## src/rtl/hex_product_display.sv

```systemverilog
// hex_product_display
// Captures a 16-bit multiplier product (optionally two's complement) and
// time-multiplexes it onto a 4-digit common-anode seven-segment display.
// Signed negatives are shown as magnitude with the dp of digit 3 lit.
// Leading zero digits can be blanked. Grid and segment outputs are registered.

module hex_product_display #(
  parameter int REFRESH_BITS = 16,
  parameter bit BLANK_LZ     = 1'b1
) (
  input  logic        Clk,
  input  logic        Reset_n,
  input  logic        load,
  input  logic [15:0] prod_in,
  input  logic        signed_en,
  output logic [3:0]  hex_grid,
  output logic [7:0]  hex_seg
);

  localparam logic [REFRESH_BITS-1:0] CNT_ONE = REFRESH_BITS'(1);

  logic [15:0]             r_value;
  logic                    r_neg;
  logic [REFRESH_BITS-1:0] r_cnt;
  logic [1:0]              r_idx;
  logic [3:0]              r_grid;
  logic [7:0]              r_seg;

  logic                    w_wrap;
  logic                    w_cap_neg;
  logic [15:0]             w_cap_value;
  logic [3:0]              w_nibble;
  logic                    w_upper_zero;
  logic [6:0]              w_font;
  logic [3:0]              w_grid_nxt;
  logic [7:0]              w_seg_nxt;

  // Standard active-low hex font, segments g..a, dp handled separately.
  function automatic logic [6:0] hex_font(input logic [3:0] nib);
    logic [6:0] seg;
    case (nib)
      4'h0: seg = 7'h40;
      4'h1: seg = 7'h79;
      4'h2: seg = 7'h24;
      4'h3: seg = 7'h30;
      4'h4: seg = 7'h19;
      4'h5: seg = 7'h12;
      4'h6: seg = 7'h02;
      4'h7: seg = 7'h78;
      4'h8: seg = 7'h00;
      4'h9: seg = 7'h10;
      4'hA: seg = 7'h08;
      4'hB: seg = 7'h03;
      4'hC: seg = 7'h46;
      4'hD: seg = 7'h21;
      4'hE: seg = 7'h06;
      default: seg = 7'h0E;
    endcase
    return seg;
  endfunction

  // The scan advances on the cycle the refresh counter is all-ones.
  assign w_wrap = &r_cnt;

  // A negative signed word is stored as its magnitude; 0x8000 stays 0x8000.
  assign w_cap_neg   = signed_en & prod_in[15];
  assign w_cap_value = w_cap_neg ? (~prod_in + 16'd1) : prod_in;

  // Capture state, refresh counter and digit index. Loads never disturb the scan.
  always_ff @(posedge Clk or negedge Reset_n) begin
    if (!Reset_n) begin
      r_value <= '0;
      r_neg   <= 1'b0;
      r_cnt   <= '0;
      r_idx   <= 2'd0;
    end else begin
      // NOTE: sequential state uses non-blocking assignments so every register
      // samples pre-edge values, independent of statement order.
      r_cnt <= r_cnt + CNT_ONE;
      if (w_wrap) begin
        r_idx <= r_idx + 2'd1;
      end
      if (load) begin
        r_value <= w_cap_value;
        r_neg   <= w_cap_neg;
      end
    end
  end

  // Select the current digit's nibble and whether everything above it is zero.
  always_comb begin
    // NOTE: defaults first so no path through the case leaves a signal
    // unassigned, which would otherwise infer a latch.
    w_nibble     = r_value[3:0];
    w_upper_zero = 1'b0;
    case (r_idx)
      2'd1: begin
        w_nibble     = r_value[7:4];
        w_upper_zero = (r_value[15:4] == 12'd0);
      end
      2'd2: begin
        w_nibble     = r_value[11:8];
        w_upper_zero = (r_value[15:8] == 8'd0);
      end
      2'd3: begin
        w_nibble     = r_value[15:12];
        w_upper_zero = (r_value[15:12] == 4'd0);
      end
      default: begin
        w_nibble     = r_value[3:0];
        w_upper_zero = 1'b0;
      end
    endcase
  end

  assign w_font     = hex_font(w_nibble);
  assign w_grid_nxt = ~(4'b0001 << r_idx);
  // dp of digit 3 marks a negative value, even when the digit itself is blanked.
  assign w_seg_nxt  = {~((r_idx == 2'd3) & r_neg),
                       (BLANK_LZ && w_upper_zero) ? 7'h7F : w_font};

  // Register the display outputs so they are glitch-free at the pins.
  always_ff @(posedge Clk or negedge Reset_n) begin
    if (!Reset_n) begin
      r_grid <= 4'b1110;
      r_seg  <= 8'hC0;
    end else begin
      r_grid <= w_grid_nxt;
      r_seg  <= w_seg_nxt;
    end
  end

  assign hex_grid = r_grid;
  assign hex_seg  = r_seg;

endmodule

```

## config.mk

```make
export PLATFORM = sky130hd
export DESIGN_NAME = hex_product_display
export DESIGN_NICKNAME = d
export VERILOG_FILES = /design/src/rtl/hex_product_display.sv
export SDC_FILE = /design/constraint.sdc
export NUM_CORES = 1
export LEC_CHECK = 0
export ABC_AREA = 1
export CAP_MARGIN = 0
export CORE_AREA = 2 2 77 79
export DETAILED_ROUTE_END_ITERATION = 16
export DIE_AREA = 0 0 79 81
export PLACE_DENSITY = 0.69
export SYNTH_ARGS = -nofsm -noshare
export SYNTH_HDL_FRONTEND = slang
export SYNTH_SLANG_ARGS = --single-unit
```

## constraint.sdc

```tcl
create_clock -name Clk -period 3.5 [get_ports Clk]
set_input_delay 0.525 -clock Clk [delete_from_list [all_inputs] [get_ports Clk]]
set_output_delay 0.525 -clock Clk [all_outputs]
set_load 0.03 [all_outputs]
```

Word-level counts from Yosys, hierarchy flattened
Memories as Yosys holds them, arrays and structs flattened.
Cells that the tools add are included.
{"block": "word_totals", "elab_cells": 27, "regBits": 47, "mem_count": 1, "romBits": 112}
{"name": "(name not given)", "words": 16, "word_bits": 7, "read_ports": 1, "rd_ports_with_merged_regs": 0, "wr": 0, "line": "41", "rtl": "case (nib)"}
{"block": "op_classes", "mux": 4, "eq_ne": 3, "n_shift": 1, "n_bitwise": 5, "n_reduce_logical": 4, "add_sub_neg": 3}
{"operator": "adder 16 x 1 -> 16 bit (second input constant)", "count": 2}
{"operator": "two-way mux 16 bit", "count": 1}
{"operator": "NOT 16 bit", "count": 1}
{"operator": "AND reduction 16 bit", "count": 1}
{"operator": "zero test 12 bit", "count": 1}
{"operator": "case mux 4 bit (3 select lines)", "count": 1}
{"operator": "zero test 8 bit", "count": 1}
{"operator": "two-way mux 7 bit", "count": 1}
{"operator": "equality test 2 bit (second input constant)", "count": 2}
{"operator": "zero test 4 bit", "count": 1}
{"operator": "NOT 4 bit", "count": 1}
{"operator": "left shift 1 x 2 -> 4 bit (first input constant)", "count": 1}
{"operator": "case mux 1 bit (3 select lines)", "count": 1}
{"operator": "adder 2 x 1 -> 2 bit (second input constant)", "count": 1}
{"operator": "AND 1 bit", "count": 2}
{"operator": "equality test 2 x 1 -> 1 bit (second input constant)", "count": 1}
{"operator": "NOT 1 bit", "count": 1}

Depth between registers and ports, before layout
An unclocked memory read counts as a cell.
{"block": "logic_depth", "word_depth": 4, "mapped_depth": 13, "mapped_depth_nobuf": 13}

Worst setup path before layout
No wires, ideal clock.
{"block": "synth_path", "path_kind": "flip-flop to flip-flop", "startpoint": "reg r_idx[0]", "endpoint": "reg r_seg[3] (netlist: hex_seg[3])", "setup_time_ps": 123, "path_slack_ps": 1667, "synth_period_minus_slack_ps": 1833, "path_stages_with_launch": 14, "arrival_time_ps": 1711, "path_cell_list": "dfrtp_1 inv_1 ha_1 nand2_1 nand2_1 nor2_1 nor2_1 inv_1 ha_1 inv_1 nand3_1 nand3_1 nand2_1 nand2_1"}
{"block": "synth_via", "elab_chain_cells": 4}
{"element": "from (decl)", "line": "25", "rtl": "logic [1:0] r_idx;"}
{"element": "from (signal assigned)", "line": "81", "rtl": "r_idx <= r_idx + 2'd1;"}
{"element": "equality test 2 bit or equality test 2 x 1 -> 1 bit (tied branches)", "line": "96", "rtl": "case (r_idx)"}
{"element": "case mux 4 bit (3 select lines)", "line": "96"}
{"element": "memory (16 x 7 bit)"}
{"element": "two-way mux 7 bit *", "line": "120", "rtl": "(BLANK_LZ && w_upper_zero) ? 7'h7F : w_font};"}
{"element": "named net w_seg_nxt[3]", "line": "36", "rtl": "logic [7:0] w_seg_nxt;"}
{"element": "to (signal assigned)", "line": "129", "rtl": "r_seg <= w_seg_nxt;"}
{"element": "to (decl)", "line": "27", "rtl": "logic [7:0] r_seg;"}
Mark *: on every way through the listed nets, which the timed path passes. The rest lies on a longest branch.
A chain may end at the register's enable or synchronous reset.

Worst setup path after layout
Ends and elaborated chain as after synthesis.

==> flow_results.xml <==
<?xml version="1.0" encoding="UTF-8"?>
<metrics>
  <group name="detailed_routing">
    <metric name="detail-route-antenna-nets" unit="">0</metric>
    <metric name="route.detailed.vias_per_inst" unit="">4.87</metric>
    <metric name="drt_iter0_markers" unit="">69</metric>
    <metric name="routedWlPerCell" unit="um">10.6</metric>
    <metric name="dr_total_vias" unit="">2227</metric>
    <metric name="drt_drc_violations_left" unit="">0</metric>
    <metric name="drt_pre_antenna_iters" unit="">4</metric>
    <metric name="wire_length_after_detailed_routing" unit="mm">4.86</metric>
  </group>
  <group name="synthesis">
    <metric name="avg_cell_area_syn" unit="um^2">7.72</metric>
    <metric name="synthesis.instances" unit="">348</metric>
    <metric name="yosys_warnings" unit="">0</metric>
    <metric name="yosys.cell_types.count" unit="">26</metric>
    <metric name="synth_nets" unit="">381</metric>
    <metric name="synth.ff_latch_count" unit="">47</metric>
    <metric name="synth_seq_area_share" unit="%">44.0</metric>
    <metric name="post_synth_instance_area" unit="um^2">2690</metric>
  </group>
  <group name="power_and_ir_drop">
    <metric name="power.share.clock" unit="%">28.7</metric>
    <metric name="total_leakage_power" unit="uW">0.00154</metric>
    <metric name="p_seq_share" unit="%">51.4</metric>
    <metric name="vdd_ir_max" unit="mV">0.167</metric>
    <metric name="power_per_cell_area" unit="nW/um^2">372</metric>
    <metric name="power_switching_share" unit="%">30.1</metric>
    <metric name="pwr-share-comb" unit="%">19.9</metric>
    <metric name="power.switching" unit="uW">353</metric>
    <metric name="intPower" unit="uW">817</metric>
  </group>
  <group name="clocking">
    <metric name="cts.root.buffer_cell" unit="">clkbuf_8</metric>
    <metric name="hold_buffers" unit="">0</metric>
    <metric name="cts_tree" unit="">built</metric>
    <metric name="cts-resized-gates" unit="">0</metric>
    <metric name="tritoncts.num_buffers" unit="">5</metric>
    <metric name="clkLatencyLatePin" unit="ns">0.31</metric>
    <metric name="post_cts_buffers" unit="">0</metric>
    <metric name="cts_sinks" unit="">47</metric>
    <metric name="clk_path_buf_depth" unit="">2</metric>
    <metric name="h-tree-depth" unit="">2</metric>
    <metric name="clk_pin_slew" unit="ns">0.09</metric>
  </group>
  <group name="setup_path">
    <metric name="worst_r2r_path_depth" unit="">13</metric>
    <metric name="rr_endpoint" unit="">hex_seg[3]</metric>
    <metric name="cp-startpoint" unit="">r_idx[0]</metric>
    <metric name="worstSetupStartpointType" unit="">register</metric>
    <metric name="critPathKind" unit="">reg -&gt; reg</metric>
    <metric name="r2r-start" unit="">r_idx[0]</metric>
    <metric name="cp-end-kind" unit="">register</metric>
    <metric name="required_time_of_the_critical_path" unit="ns">3.69</metric>
    <metric name="worstPathArrival" unit="ns">2.29</metric>
    <metric name="timing.critical_path.fanout_max" unit="">5</metric>
    <metric name="worst-r2r-setup-slack" unit="ns">1.40</metric>
  </group>
  <group name="layout">
    <metric name="multi_input_gate_area" unit="um^2">1320</metric>
    <metric name="final_cell_utilization_of_the_core" unit="%">55.5</metric>
    <metric name="layout.area.seq" unit="um^2">1180</metric>
    <metric name="layout.filler_cells" unit="">571</metric>
    <metric name="area_growth_syn_to_layout" unit="%">17.2</metric>
    <metric name="drive_above_1_share" unit="%">7.33</metric>
    <metric name="final_net_count" unit="">414</metric>
    <metric name="antennaDiodeCount" unit="">0</metric>
  </group>
  <group name="timing">
    <metric name="clock.fmax" unit="GHz">0.476</metric>
    <metric name="timing.final.hold_violations" unit="">0</metric>
    <metric name="setup_viol" unit="">0</metric>
    <metric name="fin_worst_skew" unit="ns">0.00611</metric>
    <metric name="worst_slew_margin_rel" unit="%">34.8</metric>
    <metric name="timing.final.max_slew_violations" unit="">0</metric>
    <metric name="setup_repair_after_global_routing_missed_its_margin" unit="">no</metric>
    <metric name="setup_total_negative_slack" unit="ns">0</metric>
    <metric name="worst-slew-pin-transition" unit="ns">0.978</metric>
    <metric name="timing.hold.ws" unit="ns">0.371</metric>
    <metric name="timing.final.crit_share" unit="%">60.0</metric>
    <metric name="min_period" unit="ns">2.10</metric>
  </group>
  <group name="global_routing">
    <metric name="grt_max_degree" unit="">48</metric>
    <metric name="grt_antenna_before_repair" unit="">0</metric>
    <metric name="globalRoute.totalOverflow" unit="">0</metric>
    <metric name="grt_first_pass_wirelength" unit="mm">9.07</metric>
    <metric name="first_global_vias" unit="">2160</metric>
    <metric name="groute.usage.overall" unit="%">17.7</metric>
  </group>
  <group name="floorplanning">
    <metric name="floorplan.initialDensity" unit="%">47.4</metric>
    <metric name="die_area" unit="um^2">6400</metric>
    <metric name="die_y" unit="um">81</metric>
    <metric name="site_row_count" unit="">28</metric>
    <metric name="boundaryPins" unit="">32</metric>
    <metric name="fp.coreArea" unit="um^2">5680</metric>
    <metric name="floorplan.die.width" unit="um">79</metric>
  </group>
  <group name="placement">
    <metric name="gp_weighted_congestion" unit="">0.838</metric>
    <metric name="numPortBuffers" unit="">31</metric>
    <metric name="hpwlAfterDp" unit="mm">3.74</metric>
  </group>
  <group name="run">
    <metric name="drv.max_cap_violation_count" unit="">0</metric>
  </group>
  <group name="run_status">
    <metric name="status" unit="">finished, final reports clean</metric>
  </group>
  <group name="worst_hold_path">
    <metric name="worst_hold_check_path_type" unit="">in -&gt; async</metric>
  </group>
</metrics>
## worst max-delay path: stages, from the launching register on
cell     delay, ns
dfrtp_1       0.43
inv_1         0.12
ha_1          0.25
nand2_1       0.07
nand2_1       0.08
nor2_1        0.05
nor2_1        0.21
inv_1         0.16
ha_1          0.32
inv_1         0.04
nand3_1       0.07
nand3_1       0.08
nand2_1       0.07
nand2_1       0.04
## registers in the layout, indices dropped and copies added, names as in the netlist
name and flops:
hex_grid 4, r_idx 2, r_cnt 16, r_value 16
r_neg 1, hex_seg 8
## cell families (layout without fill, tap and decap cells)
family          after synthesis  after routing  synth area share [%]
fa+ha+maj                    13             13                  6.05
compound gates               20             20                  3.86
buf+inv                      46             80                  6.84
xor+xnor                     19             19                  6.19
simple gates                203            203                  33.1
flops                        47             47                  44.0
## cell usage in the layout (no fill, tap or decap), types with 2 or more instances in the layout
cell type,n
a21oi_1,5
nor3_1,5
ha_1,13
nor2_1,32
xnor2_1,5
nor2_2,3
inv_1,37
xor2_1,14
nand4_1,4
nand2_1,107
clkdlybuf4s50_1,30
nand3_1,41
dfrtp_1,42
inv_2,4
clkinvlp_4,2
clkbuf_8,5
nand3b_1,3
dfstp_2,5
nand2_2,4
o21ai_1,2
o21ai_0,12
## Yosys cell counts
library cell | instances | area share, %
a21oi_1 | 5 | 0.93
buf_4 | 1 | 0.28
buf_6 | 1 | 0.42
clkbuf_1 | 3 | 0.42
dfrtp_1 | 42 | 39
dfstp_2 | 5 | 4.9
ha_1 | 13 | 6.1
inv_1 | 37 | 5.2
inv_2 | 4 | 0.56
nand2_1 | 107 | 15
nand2_2 | 4 | 0.93
nand2_4 | 1 | 0.42
nand2_8 | 1 | 0.74
nand3_1 | 41 | 7.6
nand3b_1 | 3 | 0.84
nand4_1 | 4 | 0.93
nor2_1 | 32 | 4.5
nor2_2 | 3 | 0.70
nor3_1 | 5 | 0.93
nor3b_1 | 1 | 0.28
o21ai_0 | 12 | 2.2
o21ai_1 | 2 | 0.37
o21ai_2 | 1 | 0.33
or2_0 | 1 | 0.23
xnor2_1 | 5 | 1.6
xor2_1 | 14 | 4.6
## cell type report
class / count / share of cell area (%)
multi-input combinational: 255 / 42.0
sequential: 47 / 37.5
timing repair buffer: 31 / 9.69
inverter: 41 / 4.89
tap: 75 / 2.98
clock buffer: 5 / 2.19
clock inverter: 3 / 0.755
## power by group through the flow
stage | Clock, uW | Combinational, uW | Sequential, uW
finish | 336 | 233 | 601
global route | 366 | 265 | 606
CTS | 344 | 235 | 601
detailed placement | 0 | 235 | 612
global placement | 0 | 231 | 612
floorplan | 0 | 120 | 638
## worst max path at each step
| stage | end | slack, ns | cells past startpoint |
|---|---|---|---|
| final | hex_seg[3] | 1.40 | 13 |
| after global routing | hex_seg[3] | 1.17 | 13 |
| after floorplan | hex_seg[3] | 1.67 | 13 |
| after global placement | r_value[12] | 1.41 | 8 |
| after CTS | hex_seg[3] | 1.42 | 13 |
| after detailed placement | r_value[12] | 1.35 | 8 |
## stage by stage
step	area, um^2	total power (uW)	setup slack [ns]	std cells
floorplan	2690	758	1.67	348
CTS	3150	1180	1.42	457
finish	3150	1170	1.40	457
global route	3150	1240	1.17	457
global placement	3060	843	1.41	449
detailed placement	3060	847	1.35	449
## per-layer routing
metal	vias up	GRT usage, %	wire, um
li1	1155	-	-
met3	8	2.44	220
met4	0	8.45	78
met2	56	29.7	2190
met1	1008	22.5	2370
met5	-	0	0
No activity file was read; power rests on OpenSTA's default activity.
